### config.mk
export PLATFORM = sky130hd
export DESIGN_NAME = alu_pipe_flat
export DESIGN_NICKNAME = d
export VERILOG_FILES = /design/src/rtl/alu_pkg.sv /design/src/rtl/alu_pipe_if.sv /design/src/rtl/alu_cla_slice.sv /design/src/rtl/alu_pipe.sv /design/src/flat_wrapper.sv
export SDC_FILE = /design/constraint.sdc
export NUM_CORES = 1
export LEC_CHECK = 0
export CAP_MARGIN = 20
export CORE_ASPECT_RATIO = 1.1
export CORE_MARGIN = 2
export CORE_UTILIZATION = 46
export CTS_BUF_LIST = sky130_fd_sc_hd__clkbuf_4
export DETAILED_ROUTE_END_ITERATION = 6
export DONT_BUFFER_PORTS = 1
export PLACE_DENSITY = 0.71
export SETUP_SLACK_MARGIN = 0.3
export SLEW_MARGIN = 20
export SYNTH_ARGS = -nofsm -noshare
export SYNTH_HDL_FRONTEND = slang
export SYNTH_SLANG_ARGS = --single-unit
### constraint.sdc
create_clock -name clk -period 4.69 [get_ports clk]
set_input_delay 0.7035 -clock clk [delete_from_list [all_inputs] [get_ports clk]]
set_output_delay 0.7035 -clock clk [all_outputs]
set_load 0.005 [all_outputs]
### src/rtl/alu_pkg.sv
// ---------------------------------------------------------------------------
// alu_pkg
// Shared constants and helpers for the pipelined lookahead ALU (alu_pipe).
//   SLICE_W            : width of one carry-lookahead slice
//   S_ADD..S_OR        : common 74181-style function selects
//   MODE_LOGIC/ARITH   : values of the M mode input
//   alu_f()            : per-bit function generator f = F(S, a, b)
// ---------------------------------------------------------------------------
package alu_pkg;

   localparam int SLICE_W = 4;

   localparam logic [3:0] S_ADD = 4'b1010;
   localparam logic [3:0] S_SUB = 4'b0101;
   localparam logic [3:0] S_XOR = 4'b0110;
   localparam logic [3:0] S_AND = 4'b1000;
   localparam logic [3:0] S_OR  = 4'b1110;

   localparam logic MODE_LOGIC = 1'b1;
   localparam logic MODE_ARITH = 1'b0;

   // Sum-of-minterms select: S3 picks a&b, S2 a&!b, S1 !a&b, S0 !a&!b.
   function automatic logic [SLICE_W-1:0] alu_f(input logic [SLICE_W-1:0] a,
                                                input logic [SLICE_W-1:0] b,
                                                input logic [3:0]         s);
      alu_f = ({SLICE_W{s[3]}} &  a &  b)
            | ({SLICE_W{s[2]}} &  a & ~b)
            | ({SLICE_W{s[1]}} & ~a &  b)
            | ({SLICE_W{s[0]}} & ~a & ~b);
   endfunction

endpackage

### src/rtl/alu_pipe_if.sv
// ---------------------------------------------------------------------------
// alu_pipe_if
// Operand and result channels of alu_pipe, each with a valid/ready handshake.
//   in_valid/in_ready          : operand beat handshake
//   a, b, S, M, cin            : operands, function select, mode, carry in
//   out_valid/out_ready        : result beat handshake
//   dout, co, V, Z, N          : result, carry out, overflow, zero, negative
// master: operand-fetch / writeback side; slave: the ALU.
// ---------------------------------------------------------------------------
interface alu_pipe_if #(
   parameter int WIDTH = 16
);
   logic             in_valid;
   logic             in_ready;
   logic [WIDTH-1:0] a;
   logic [WIDTH-1:0] b;
   logic [3:0]       S;
   logic             M;
   logic             cin;
   logic             out_valid;
   logic             out_ready;
   logic [WIDTH-1:0] dout;
   logic             co;
   logic             V;
   logic             Z;
   logic             N;

   modport master (
      output in_valid, a, b, S, M, cin, out_ready,
      input  in_ready, out_valid, dout, co, V, Z, N
   );

   modport slave (
      input  in_valid, a, b, S, M, cin, out_ready,
      output in_ready, out_valid, dout, co, V, Z, N
   );
endinterface

### src/rtl/alu_cla_slice.sv
// ---------------------------------------------------------------------------
// alu_cla_slice
// Combinational 4-bit 74181-style slice with internal carry lookahead.
//   i_a, i_b : operand nibbles        i_s   : function select
//   i_m      : mode (1 logic, 0 arith) i_cin : carry into bit 0
//   o_do     : result nibble          o_cout: carry out of bit 3
//   o_c3     : carry into bit 3       o_g/o_p: slice generate / propagate
// In logic mode all carries, G and P are forced to 0.
// ---------------------------------------------------------------------------
module alu_cla_slice
   import alu_pkg::*;
(
   input  logic [SLICE_W-1:0] i_a,
   input  logic [SLICE_W-1:0] i_b,
   input  logic [3:0]         i_s,
   input  logic               i_m,
   input  logic               i_cin,
   output logic [SLICE_W-1:0] o_do,
   output logic               o_cout,
   output logic               o_c3,
   output logic               o_g,
   output logic               o_p
);
   logic               w_arith;
   logic [SLICE_W-1:0] w_f;
   logic [SLICE_W-1:0] w_g;
   logic [SLICE_W-1:0] w_p;
   logic               w_c0;
   logic               w_c1;
   logic               w_c2;
   logic               w_c3;

   assign w_arith = (i_m == MODE_ARITH);
   assign w_f     = alu_f(i_a, i_b, i_s);

   // The second adder operand is f, so g/p are formed from a and f.
   assign w_g  = i_a & w_f & {SLICE_W{w_arith}};
   assign w_p  = (i_a ^ w_f) & {SLICE_W{w_arith}};
   assign w_c0 = i_cin & w_arith;

   // Flat lookahead terms; each carry depends only on g/p and c0.
   assign w_c1 = w_g[0] | (w_p[0] & w_c0);
   assign w_c2 = w_g[1] | (w_p[1] & w_g[0]) | (w_p[1] & w_p[0] & w_c0);
   assign w_c3 = w_g[2] | (w_p[2] & w_g[1]) | (w_p[2] & w_p[1] & w_g[0])
               | (w_p[2] & w_p[1] & w_p[0] & w_c0);

   assign o_g    = w_g[3] | (w_p[3] & w_g[2]) | (w_p[3] & w_p[2] & w_g[1])
                 | (w_p[3] & w_p[2] & w_p[1] & w_g[0]);
   assign o_p    = &w_p;
   assign o_cout = o_g | (o_p & w_c0);
   assign o_c3   = w_c3;
   assign o_do   = w_arith ? (w_p ^ {w_c3, w_c2, w_c1, w_c0}) : w_f;

endmodule

### src/rtl/alu_pipe.sv
// ---------------------------------------------------------------------------
// alu_pipe
// N-bit 74181-style ALU with a pipelined carry chain. Slice group k (of
// SLICES_PER_STAGE 4-bit slices) is evaluated in stage k; each stage
// register holds the result bits produced so far, the group carry-out, the
// operands still to be consumed, S, M and valid. One output register stage
// follows, so a beat accepted at edge t is presented after edge t+LAT.
//   clk, rst_n : clock, synchronous active-low reset
//   bus        : alu_pipe_if.slave (operand and result handshakes)
// Stall (out_valid & !out_ready) freezes every register; in_ready = !stall.
// Optional: define ALU_PIPE_SAT_EN to clamp arithmetic overflow results to
// the most positive / most negative value in the output stage.
// ---------------------------------------------------------------------------
module alu_pipe
   import alu_pkg::*;
#(
   parameter int WIDTH            = 16,
   parameter int SLICES_PER_STAGE = 1
) (
   input  logic       clk,
   input  logic       rst_n,
   alu_pipe_if.slave  bus
);
   localparam int NSLICE = WIDTH / SLICE_W;
   localparam int SPS    = SLICES_PER_STAGE;
   localparam int LAT    = NSLICE / SPS;

   typedef struct packed {
      logic [WIDTH-1:0] a;
      logic [WIDTH-1:0] b;
      logic [WIDTH-1:0] res;
      logic             c;    // carry out of the last evaluated group
      logic             cm;   // carry into the top bit of that group
      logic [3:0]       s;
      logic             m;
      logic             v;
   } stage_t;

   stage_t             w_src [LAT];
   stage_t             w_nxt [LAT];
   stage_t             r_pipe [LAT];
   logic [LAT-1:0]     w_gcin;
   logic [NSLICE-1:0]  w_cin;
   logic [NSLICE-1:0]  w_sg;
   logic [NSLICE-1:0]  w_sp;
   logic [NSLICE-1:0]  w_scout;
   logic [NSLICE-1:0]  w_sc3;
   logic [SLICE_W-1:0] w_sdo [NSLICE];

   logic               w_stall;
   logic [WIDTH-1:0]   w_dout;
   logic               w_co;
   logic               w_v;
   logic               w_z;
   logic               w_n;
   logic               r_out_valid;
   logic [WIDTH-1:0]   r_dout;
   logic               r_co;
   logic               r_v;
   logic               r_z;
   logic               r_n;

   // Stage inputs: fresh operands for stage 0, the previous register otherwise.
   for (genvar k = 0; k < LAT; k++) begin : g_src
      if (k == 0) begin : g_first
         assign w_src[k]  = '{a: bus.a, b: bus.b, res: '0, c: 1'b0, cm: 1'b0,
                              s: bus.S, m: bus.M, v: bus.in_valid};
         assign w_gcin[k] = bus.cin & (bus.M == MODE_ARITH);
      end else begin : g_next
         assign w_src[k]  = r_pipe[k-1];
         assign w_gcin[k] = r_pipe[k-1].c;
      end
   end

   for (genvar j = 0; j < NSLICE; j++) begin : g_slice
      localparam int K = j / SPS;
      alu_cla_slice u_slice (
         .i_a    (w_src[K].a[j*SLICE_W +: SLICE_W]),
         .i_b    (w_src[K].b[j*SLICE_W +: SLICE_W]),
         .i_s    (w_src[K].s),
         .i_m    (w_src[K].m),
         .i_cin  (w_cin[j]),
         .o_do   (w_sdo[j]),
         .o_cout (w_scout[j]),
         .o_c3   (w_sc3[j]),
         .o_g    (w_sg[j]),
         .o_p    (w_sp[j])
      );
   end

   // Group lookahead: carry into each slice from the stage carry-in and lower slice G/P.
   always_comb begin
      logic v_c;
      v_c   = 1'b0;
      w_cin = '0;
      for (int k = 0; k < LAT; k++) begin
         v_c = w_gcin[k];
         for (int o = 0; o < SPS; o++) begin
            w_cin[k*SPS+o] = v_c;
            v_c = w_sg[k*SPS+o] | (w_sp[k*SPS+o] & v_c);
         end
      end
   end

   // Next stage contents: pass operands along and merge this group's result bits.
   always_comb begin
      for (int k = 0; k < LAT; k++) begin
         w_nxt[k] = w_src[k];
         for (int o = 0; o < SPS; o++) begin
            w_nxt[k].res[(k*SPS+o)*SLICE_W +: SLICE_W] = w_sdo[k*SPS+o];
         end
         w_nxt[k].c  = w_scout[k*SPS+SPS-1];
         w_nxt[k].cm = w_sc3[k*SPS+SPS-1];
      end
   end

   // Output stage: flags (and optional clamp) on the fully assembled result.
   always_comb begin
      w_co   = r_pipe[LAT-1].c;
      w_v    = (r_pipe[LAT-1].m == MODE_ARITH) & (r_pipe[LAT-1].c ^ r_pipe[LAT-1].cm);
      w_dout = r_pipe[LAT-1].res;
`ifdef ALU_PIPE_SAT_EN
      // Overflow implies both addends share a's sign, which picks the clamp.
      if (w_v) begin
         if (r_pipe[LAT-1].a[WIDTH-1]) begin
            w_dout = {1'b1, {(WIDTH-1){1'b0}}};
         end else begin
            w_dout = {1'b0, {(WIDTH-1){1'b1}}};
         end
      end else begin
         w_dout = r_pipe[LAT-1].res;
      end
`endif
      w_z = (w_dout == {WIDTH{1'b0}});
      w_n = w_dout[WIDTH-1];
   end

   assign w_stall      = r_out_valid & ~bus.out_ready;
   assign bus.in_ready = ~w_stall;

   // Pipeline advance: all stages and the output register move together unless stalled.
   always_ff @(posedge clk) begin
      if (!rst_n) begin
         for (int k = 0; k < LAT; k++) begin
            r_pipe[k] <= '0;
         end
         r_out_valid <= 1'b0;
         r_dout      <= '0;
         r_co        <= 1'b0;
         r_v         <= 1'b0;
         r_z         <= 1'b0;
         r_n         <= 1'b0;
      end else if (!w_stall) begin
         for (int k = 0; k < LAT; k++) begin
            r_pipe[k] <= w_nxt[k];
         end
         r_out_valid <= r_pipe[LAT-1].v;
         r_dout      <= w_dout;
         r_co        <= w_co;
         r_v         <= w_v;
         r_z         <= w_z;
         r_n         <= w_n;
      end
   end

   assign bus.out_valid = r_out_valid;
   assign bus.dout      = r_dout;
   assign bus.co        = r_co;
   assign bus.V         = r_v;
   assign bus.Z         = r_z;
   assign bus.N         = r_n;

endmodule

### src/flat_wrapper.sv
// flat-port wrapper written by rule: the top's interface ports become plain ports
module alu_pipe_flat import alu_pkg::*;
#(
   parameter int WIDTH            = 16,
   parameter int SLICES_PER_STAGE = 1
)
  (clk, rst_n, bus_in_valid, bus_a, bus_b, bus_S, bus_M, bus_cin, bus_out_ready, bus_in_ready, bus_out_valid, bus_dout, bus_co, bus_V, bus_Z, bus_N);
  alu_pipe_if #(.WIDTH(WIDTH)) bus_i ();
  input  logic clk;
  input  logic rst_n;
  input wire logic [$bits(bus_i.in_valid)-1:0] bus_in_valid;
  input wire logic [$bits(bus_i.a)-1:0] bus_a;
  input wire logic [$bits(bus_i.b)-1:0] bus_b;
  input wire logic [$bits(bus_i.S)-1:0] bus_S;
  input wire logic [$bits(bus_i.M)-1:0] bus_M;
  input wire logic [$bits(bus_i.cin)-1:0] bus_cin;
  input wire logic [$bits(bus_i.out_ready)-1:0] bus_out_ready;
  output wire logic [$bits(bus_i.in_ready)-1:0] bus_in_ready;
  output wire logic [$bits(bus_i.out_valid)-1:0] bus_out_valid;
  output wire logic [$bits(bus_i.dout)-1:0] bus_dout;
  output wire logic [$bits(bus_i.co)-1:0] bus_co;
  output wire logic [$bits(bus_i.V)-1:0] bus_V;
  output wire logic [$bits(bus_i.Z)-1:0] bus_Z;
  output wire logic [$bits(bus_i.N)-1:0] bus_N;
  assign bus_i.in_valid = bus_in_valid;
  assign bus_i.a = bus_a;
  assign bus_i.b = bus_b;
  assign bus_i.S = bus_S;
  assign bus_i.M = bus_M;
  assign bus_i.cin = bus_cin;
  assign bus_i.out_ready = bus_out_ready;
  assign bus_in_ready = bus_i.in_ready;
  assign bus_out_valid = bus_i.out_valid;
  assign bus_dout = bus_i.dout;
  assign bus_co = bus_i.co;
  assign bus_V = bus_i.V;
  assign bus_Z = bus_i.Z;
  assign bus_N = bus_i.N;
  alu_pipe #(.WIDTH(WIDTH), .SLICES_PER_STAGE(SLICES_PER_STAGE)) u_core (.clk(clk), .rst_n(rst_n), .bus(bus_i));
endmodule
==> impl_results.md, run 1 <==
* Setup-failing EPs final at 0
* Post-Syn Area per Cell at 13.3 sq um
* Reg2reg path depth at 6
* Synth area leader: edfxtp_1
* Antenna Cells at 0
* Worst setup SP type: register
* Status: finished, final reports clean
* Post_cts resized at 0
* Syn-to-layout area delta at 5.92%
* Residual DRC at 0
* Commonest non-fill, non-tap cells in the layout: edfxtp_1, and3_1, nand2_1
* Largest net degree at the start of global routing at between 100 and 150
* Mapped Area at about 6100 sq um
* First-pass GRT wire length at 16.0 mm
* Hold Crit Class: in2reg
* Hold Fails Final Rpt at 0
* Clock transition at path regs at around 110 ps
* Worst path cell trace: nor2b_4 -> inv_2 -> buf_4
* Worst skew pair latency at 500 ps
* Synth top area share at 55.7%
* TritonCTS clock tree: done
* Slew HR at between 30 and 40%
* Drt via density at about 5.7
* Switching share of power at a little over a fifth
* Reg2Reg Launch Point: u_core.r_pipe[0][5]
* Post-route cell area at 6450 sq um
* Pre-Repair DR Iteration Count at 5
* Yosys warns at 0
* Max_cap viols at 0
* Combinational power share at approximately 6.7%
* Final Wtd Congestion at about 0.75
* Initial Util at 46.7%
* IO Pins at 64
* Crit path capture type: output pin
* Vias in the first global route at approximately 3400
* Cts bufs inserted at 17
* Avg WL per Cell at around 16 um
* Hold buffer count at CTS at 0
* Lkg Pwr at 0.00286 uW
* Post-synth top flop: edfxtp_1
* DPL Wire Length at a little over 6 mm
* Critical path depth at 3
* Clk buf depth at 2
* Req. time, crit path at 3990 ps
* Clk root buf: clkbuf_4
* Number of flops mapped to enable cells by yosys at about 110
* Die X at roughly 110 um
* Synth unique cells at 38
* Clock skew at 11.9 ps
* RSZ-0062 raised after global routing: false
* Fmax at 367 MHz
* Cells on Worst Hold Path at 1
* Clock power share at roughly a third
* Slew Limit Fails at 0
* DR vias at about 3500
* Tot GR Track Use at roughly 14%
* Async set or reset register ratio after synthesis at 0%
* Peak per-stage delay on the critical path at 500 ps
* Area of the die at between 10000 and 15000 sq um
* Placed inst area at ~6200 sq um
* Post-DRT Antenna Nets at 0
* Peak VDD IR at 0.000178 V
* Setup TNS at 0 ps
* Total global routing overflow at 0
* Register area share after synthesis at between 60% and 70%
* Critical path arrival at slightly above 2000 ps
* Die height at ~120 um
* Synth Register Bits at ~130
* CP Class: reg2out
* Crit path time final at ~2700 ps
* Critical-path top delay cell: nor2b_4
* Hold EP: u_core.r_pipe[0][7]
* Pwr/cell area at roughly 350 nW/um^2
* Final WL at ~9.6 mm
* Dominant cells by area after synthesis: edfxtp_1, and3_1, dfxtp_1
* Nets at between 500 and 600
* R2r setup slk at ~2100 ps
* Initial DRC count at 254
* Psw at approximately 480 uW
* Worst Path Max Fanout at 99
* Seq pwr share at 60.3%
* Slew @ Worst Pin at 1050 ps
* Crit path buffers/inverters at 2
* Layout cells sized above 1 at between 10% and 20%
* Post-CTS setup buffers at 0
* Final critical-path share of the clock period at between 50% and 60%
* Largest delay contributor family on the critical path: buffers and inverters
* Initial antenna violation count at 0
* Reg-to-Reg End: u_core.r_pipe[0][71]
* Total clock sinks at about 130
* Min-delay src: bus_M
* Int Power at approximately 1800 uW
* Core Region at ~13000 sq um
* Leading cell type in the layout, fill and taps excluded: edfxtp_1
* Num rows at 44
* Port bufs at 0
* Synthesized Nets at roughly 520
* H-Tree Depth at 4
* Syn Inst Count at about 460
-- area by class of cell --
| cell class | count | area [sq um] |
|---|---|---|
| Fill cell | 1120 | 6600 |
| Tap cell | 161 | 201 |
| Multi-Input combinational cell | 287 | 2150 |
| Inverter | 3 | 11.3 |
| Sequential cell | 133 | 3790 |
| Clock inverter | 12 | 138 |
| Timing Repair Buffer | 2 | 15.0 |
| Clock buffer | 19 | 143 |
-- cells in the mapped netlist, drive strengths merged, types with 2 or more instances --
cell    number
edfxtp     113
and3        91
nand2       39
clkbuf      22
dfxtp       20
ha          20
a21boi      17
mux4        16
nor2b       13
buf         12
a21oi       11
nor3        11
nor2        10
nor4         9
a211o        7
nand3        7
o21a         6
a21o         5
mux2i        4
and4b        3
inv          3
nor4b        3
a221o        2
and3b        2
o21ai        2
-- flip-flops by register name, summed over array words and instances (netlist names) --
register / flops
u_core.bus.out_valid: 1
u_core.bus.Z: 1
u_core.r_pipe: 113
u_core.bus.co: 1
u_core.bus.V: 1
u_core.bus.dout: 16
-- through the flow --
stage | power [uW] | util, % | std cells | setup WS [ps] | hold WS (ps)
after floorplan | 1530 | - | 457 | 621 | 434
after global placement | 1540 | 47.3 | 586 | 1990 | 447
after detailed placement | 1550 | 47.3 | 586 | 1950 | 464
after CTS | 2300 | 49.4 | 617 | 1880 | 263
after global routing | 2380 | 49.4 | 617 | 1740 | 279
final | 2280 | 49.4 | 617 | 1970 | 375
-- worst max path at each step --
stage / from / end / slack [ps]
2_1_floorplan: rst_n / u_core.r_pipe[0][0] / 620
3_3_place_gp: bus_b[2] / u_core.r_pipe[0][11] / 1990
3_5_place_dp: bus_b[2] / u_core.r_pipe[0][11] / 1950
4_1_cts: u_core.bus.out_valid / bus_in_ready / 1880
5_1_grt: u_core.bus.out_valid / bus_in_ready / 1740
6_report: u_core.bus.out_valid / bus_in_ready / 1970
-- power groups by stage --
stage,clock network (uW),logic (uW),registers (uW)
after global routing,823,172,1380
after floorplan,0,140,1390
after CTS,777,154,1370
final,752,153,1370
after global placement,0,147,1400
after detailed placement,0,152,1400
-- worst register-to-register path: cells and delay by family (launching register included) --
family	cells	cell delay (ps)
multiplexers	1	520
flip-flops	1	450
AND/OR/NAND/NOR	2	310
adder cells (fa/ha/maj)	1	360
AO/OA/AOI/OAI	2	690
-- cells by family (layout without fill, tap and decap cells) --
logic type	Yosys count	count (layout)	synth area share, %
DFF	133	133	62.3
buffers and inverters	37	36	2.55
and+or+nand+nor	192	192	17.9
xor gates and xnor gates	1	1	0.144
adders and majority gates	20	20	4.11
AOI/OAI and AO/OA	54	54	6.41
muxes	20	20	6.58
-- metal layers --
metal,vias to the layer above,share of wire [%],GRT usage (%)
met2,92,49,22.3
met4,0,1.3,4.95
met1,1711,44,18.6
met3,10,5.3,5.55
li1,1734,-,-
met5,-,0,0
Note: power is estimated with default switching activity, not from simulation.
==> run 2, diff against run 1 <==
PLACE_DENSITY = 0.73   (was 0.71)
clock period = 2.3 ns   (was 4.69 ns; I/O delays follow)
==> run 2 against run 1 <==
Effect of this change: the flow now finishes with violations (negative setup slack); clock skew grew 10 ps; highest routed layer unchanged; clock power grew 97%; sequential power rose by 100%; utilization up 4.3 points; total power grew 110%; via count grew 5.5%.
==> impl_results.md, run 2 (synthesis results as in run 1) <==
* Failing checks: negative setup slack
* Num rows at 44 (unchanged)
* Final critical-path share of the clock period at 103%
* Seq pwr share at 59.3% (was 60.3%)
* Commonest non-fill, non-tap cells in the layout: edfxtp_1, and3_1, nand2_1 (unchanged)
* CP Class: reg2reg (was reg2out)
* Int Power at 3630 uW (was 1790 uW)
* Initial antenna violation count at 1 (was 0)
* Cts bufs inserted at 17 (unchanged)
* TritonCTS clock tree: done (unchanged)
* Largest net degree at the start of global routing at 79 (was 115)
* Crit path time final at about 2400 ps
* Crit path buffers/inverters at 1 (was 2)
* Worst path cell trace: mux4_2 -> ha_4 -> a21o_1 -> a221o_1 -> buf_4 -> nor4b_4 -> a211o_1 (was nor2b_4 -> inv_2 -> buf_4)
* RSZ-0062 raised after global routing: true (was false)
* Power, Total at 4730 uW (was 2280 uW)
* Hold Crit Class: in2reg (unchanged)
* Reg2reg path depth at 7 (was 6)
* First-pass GRT wire length at 18.0 mm (was 16.0 mm)
* Core Region at 13000 sq um (unchanged)
* Combinational power share at 9.3% (was 6.7%)
* Largest delay contributor family on the critical path: compound AO/OA/AOI/OAI gates (was buffers and inverters)
* Area of the die at 14200 sq um (unchanged)
* DPL Wire Length at 6.98 mm (was 6.03 mm)
* Die height at 125 um (unchanged)
* Post-route cell area at 7010 sq um (was 6450 sq um)
* Clock transition at path regs at 110 ps (about the same)
* Final WL at 11.3 mm (was 9.61 mm)
* Total global routing overflow at 0 (unchanged)
* Slew HR at 64.6% (was 30.1%)
* Cells on Worst Hold Path at 1 (unchanged)
* H-Tree Depth at 4 (unchanged)
* Die X at 114 um (unchanged)
* Peak per-stage delay on the critical path at 550 ps (was 500 ps)
* Layout cells sized above 1 at 22.1% (was 10.7%)
* Final Wtd Congestion at 0.782 (was 0.754)
* Post-Layout Cell Count at 650 (was 617)
* Peak VDD IR at 0.000545 V (was 0.000178 V)
* R2r setup slk at -70 ps (was 2130 ps)
* Hold_ws at 48.5 ps (was 375 ps)
* Worst Path Max Fanout at 4 (was 99)
* Status: complete, but fails checks (was finished, final reports clean)
* Worst setup SP type: register (unchanged)
* Placed cell count at 602 (was 586)
* Psw at 1090 uW (was 483 uW)
* Critical path arrival at 2770 ps (was 2020 ps)
* Port bufs at 0 (unchanged)
* Req. time, crit path at 2710 ps (was 3990 ps)
* Fmax at between 400 and 500 MHz
* Switching share of power at 23.1% (was 21.2%)
* Nets at 537 (was 506)
* Pre-Repair DR Iteration Count at 4 (was 5)
* Largest register by flop count: u_core.r_pipe (unchanged)
* Hold EP: u_core.r_pipe[0][29] (was u_core.r_pipe[0][7])
* Lkg Pwr at 0.00302 uW (was 0.00286 uW)
* Initial Util at 46.7% (unchanged)
* Clk root buf: clkbuf_4 (unchanged)
* Min-delay src: bus_b[5] (was bus_M)
* Reg-to-Reg End: u_core.r_pipe[0][71] (unchanged)
* Slew @ Worst Pin at 531 ps (was 1050 ps)
* Setup TNS at -89.6 ps (was 0 ps)
* Critical-path top delay cell: mux4_2 (was nor2b_4)
* Clock power share at 31.3% (was 33.0%)
* Slew Limit Fails at 0 (unchanged)
* Placed inst area at 6460 sq um (was 6170 sq um)
* Max reg flops at 113 (unchanged)
* IO Pins at 64 (unchanged)
* DR vias at 3742 (was 3547)
* Crit path capture type: register (was output pin)
* Reg2Reg Launch Point: u_core.r_pipe[0][5] (unchanged)
* Max_cap viols at 0 (unchanged)
* Syn-to-layout area delta at 15.2% (was 5.92%)
* Vias in the first global route at 3700 (was 3397)
* Total clock sinks at 133 (unchanged)
* Leading cell type in the layout, fill and taps excluded: edfxtp_1 (unchanged)
* Tot GR Track Use at 16.3% (was 14.4%)
* Setup-failing EPs final at 2 (was 0)
* Initial DRC count at 242 (was 254)
* Avg WL per Cell at 17.3 um (was 15.6 um)
* Hold Fails Final Rpt at 0 (unchanged)
* Clock skew at 22.0 ps (was 11.9 ps)
* Post-DRT Antenna Nets at 0 (unchanged)
* Drt via density at 5.76 (was 5.75)
* Residual DRC at 0 (unchanged)
* Pwr/cell area at 674 nW/um^2 (was 353 nW/um^2)
* Final worst slack at -69.2 ps (was 1970 ps)
* Worst skew pair latency at 530 ps (was 500 ps)
* Clk buf depth at 2 (unchanged)
run 2: repair_timing:
action	CTS	global route
hold buffers	6	2
gates resized for setup	17	9
setup endpoints to repair	15	16
hold endpoints to repair	37	3
pin swaps	13	6
cloned	0	0
setup buffers	4	3
run 2: worst max path at each step:
stage	from	endpoint	depth (start not counted)
floorplan	u_core.r_pipe[0][5]	u_core.r_pipe[0][71]	6
global placement	u_core.r_pipe[0][5]	u_core.r_pipe[0][71]	6
detailed placement	u_core.r_pipe[0][5]	u_core.r_pipe[0][71]	6
CTS	u_core.r_pipe[0][5]	u_core.r_pipe[0][71]	6
global route	u_core.r_pipe[0][2]	u_core.r_pipe[0][71]	7
finish	u_core.r_pipe[0][5]	u_core.r_pipe[0][71]	7
run 2: metal layers:
layer	share of wire, %	wire length, um	up-vias	track usage (%)
met1	42	4750	1799	20.0
met2	51	5690	120	26.6
met3	4.7	528	19	4.09
met5	0	0	-	0
met4	2.5	278	0	8.32
li1	-	-	1804	-
run 2: power by group through the flow:
stage,registers (uW),logic (uW),clock network (uW)
3_5_place_dp,2860,365,0
5_1_grt,2820,485,1630
6_report,2800,442,1480
2_1_floorplan,2830,307,0
3_3_place_gp,2850,345,0
4_1_cts,2800,413,1520
run 2: cell type report:
type | count | area [sq um]
fillers | 1051 | 6030
flip-flops and latches | 133 | 3790
multi-input cells | 287 | 2440
repair buffers | 33 | 295
well taps | 161 | 201
clock inverters | 14 | 136
clock buffers | 18 | 135
inverters | 3 | 11.3
diodes | 1 | 2.50
run 2: stage by stage:
stage	utilization (%)	setup WS, ps
after floorplan	-	54.8
after global placement	49.5	8.77
after detailed placement	49.5	-36.0
after CTS	53.1	-46.7
after global routing	53.7	-150
final	53.7	-69.2
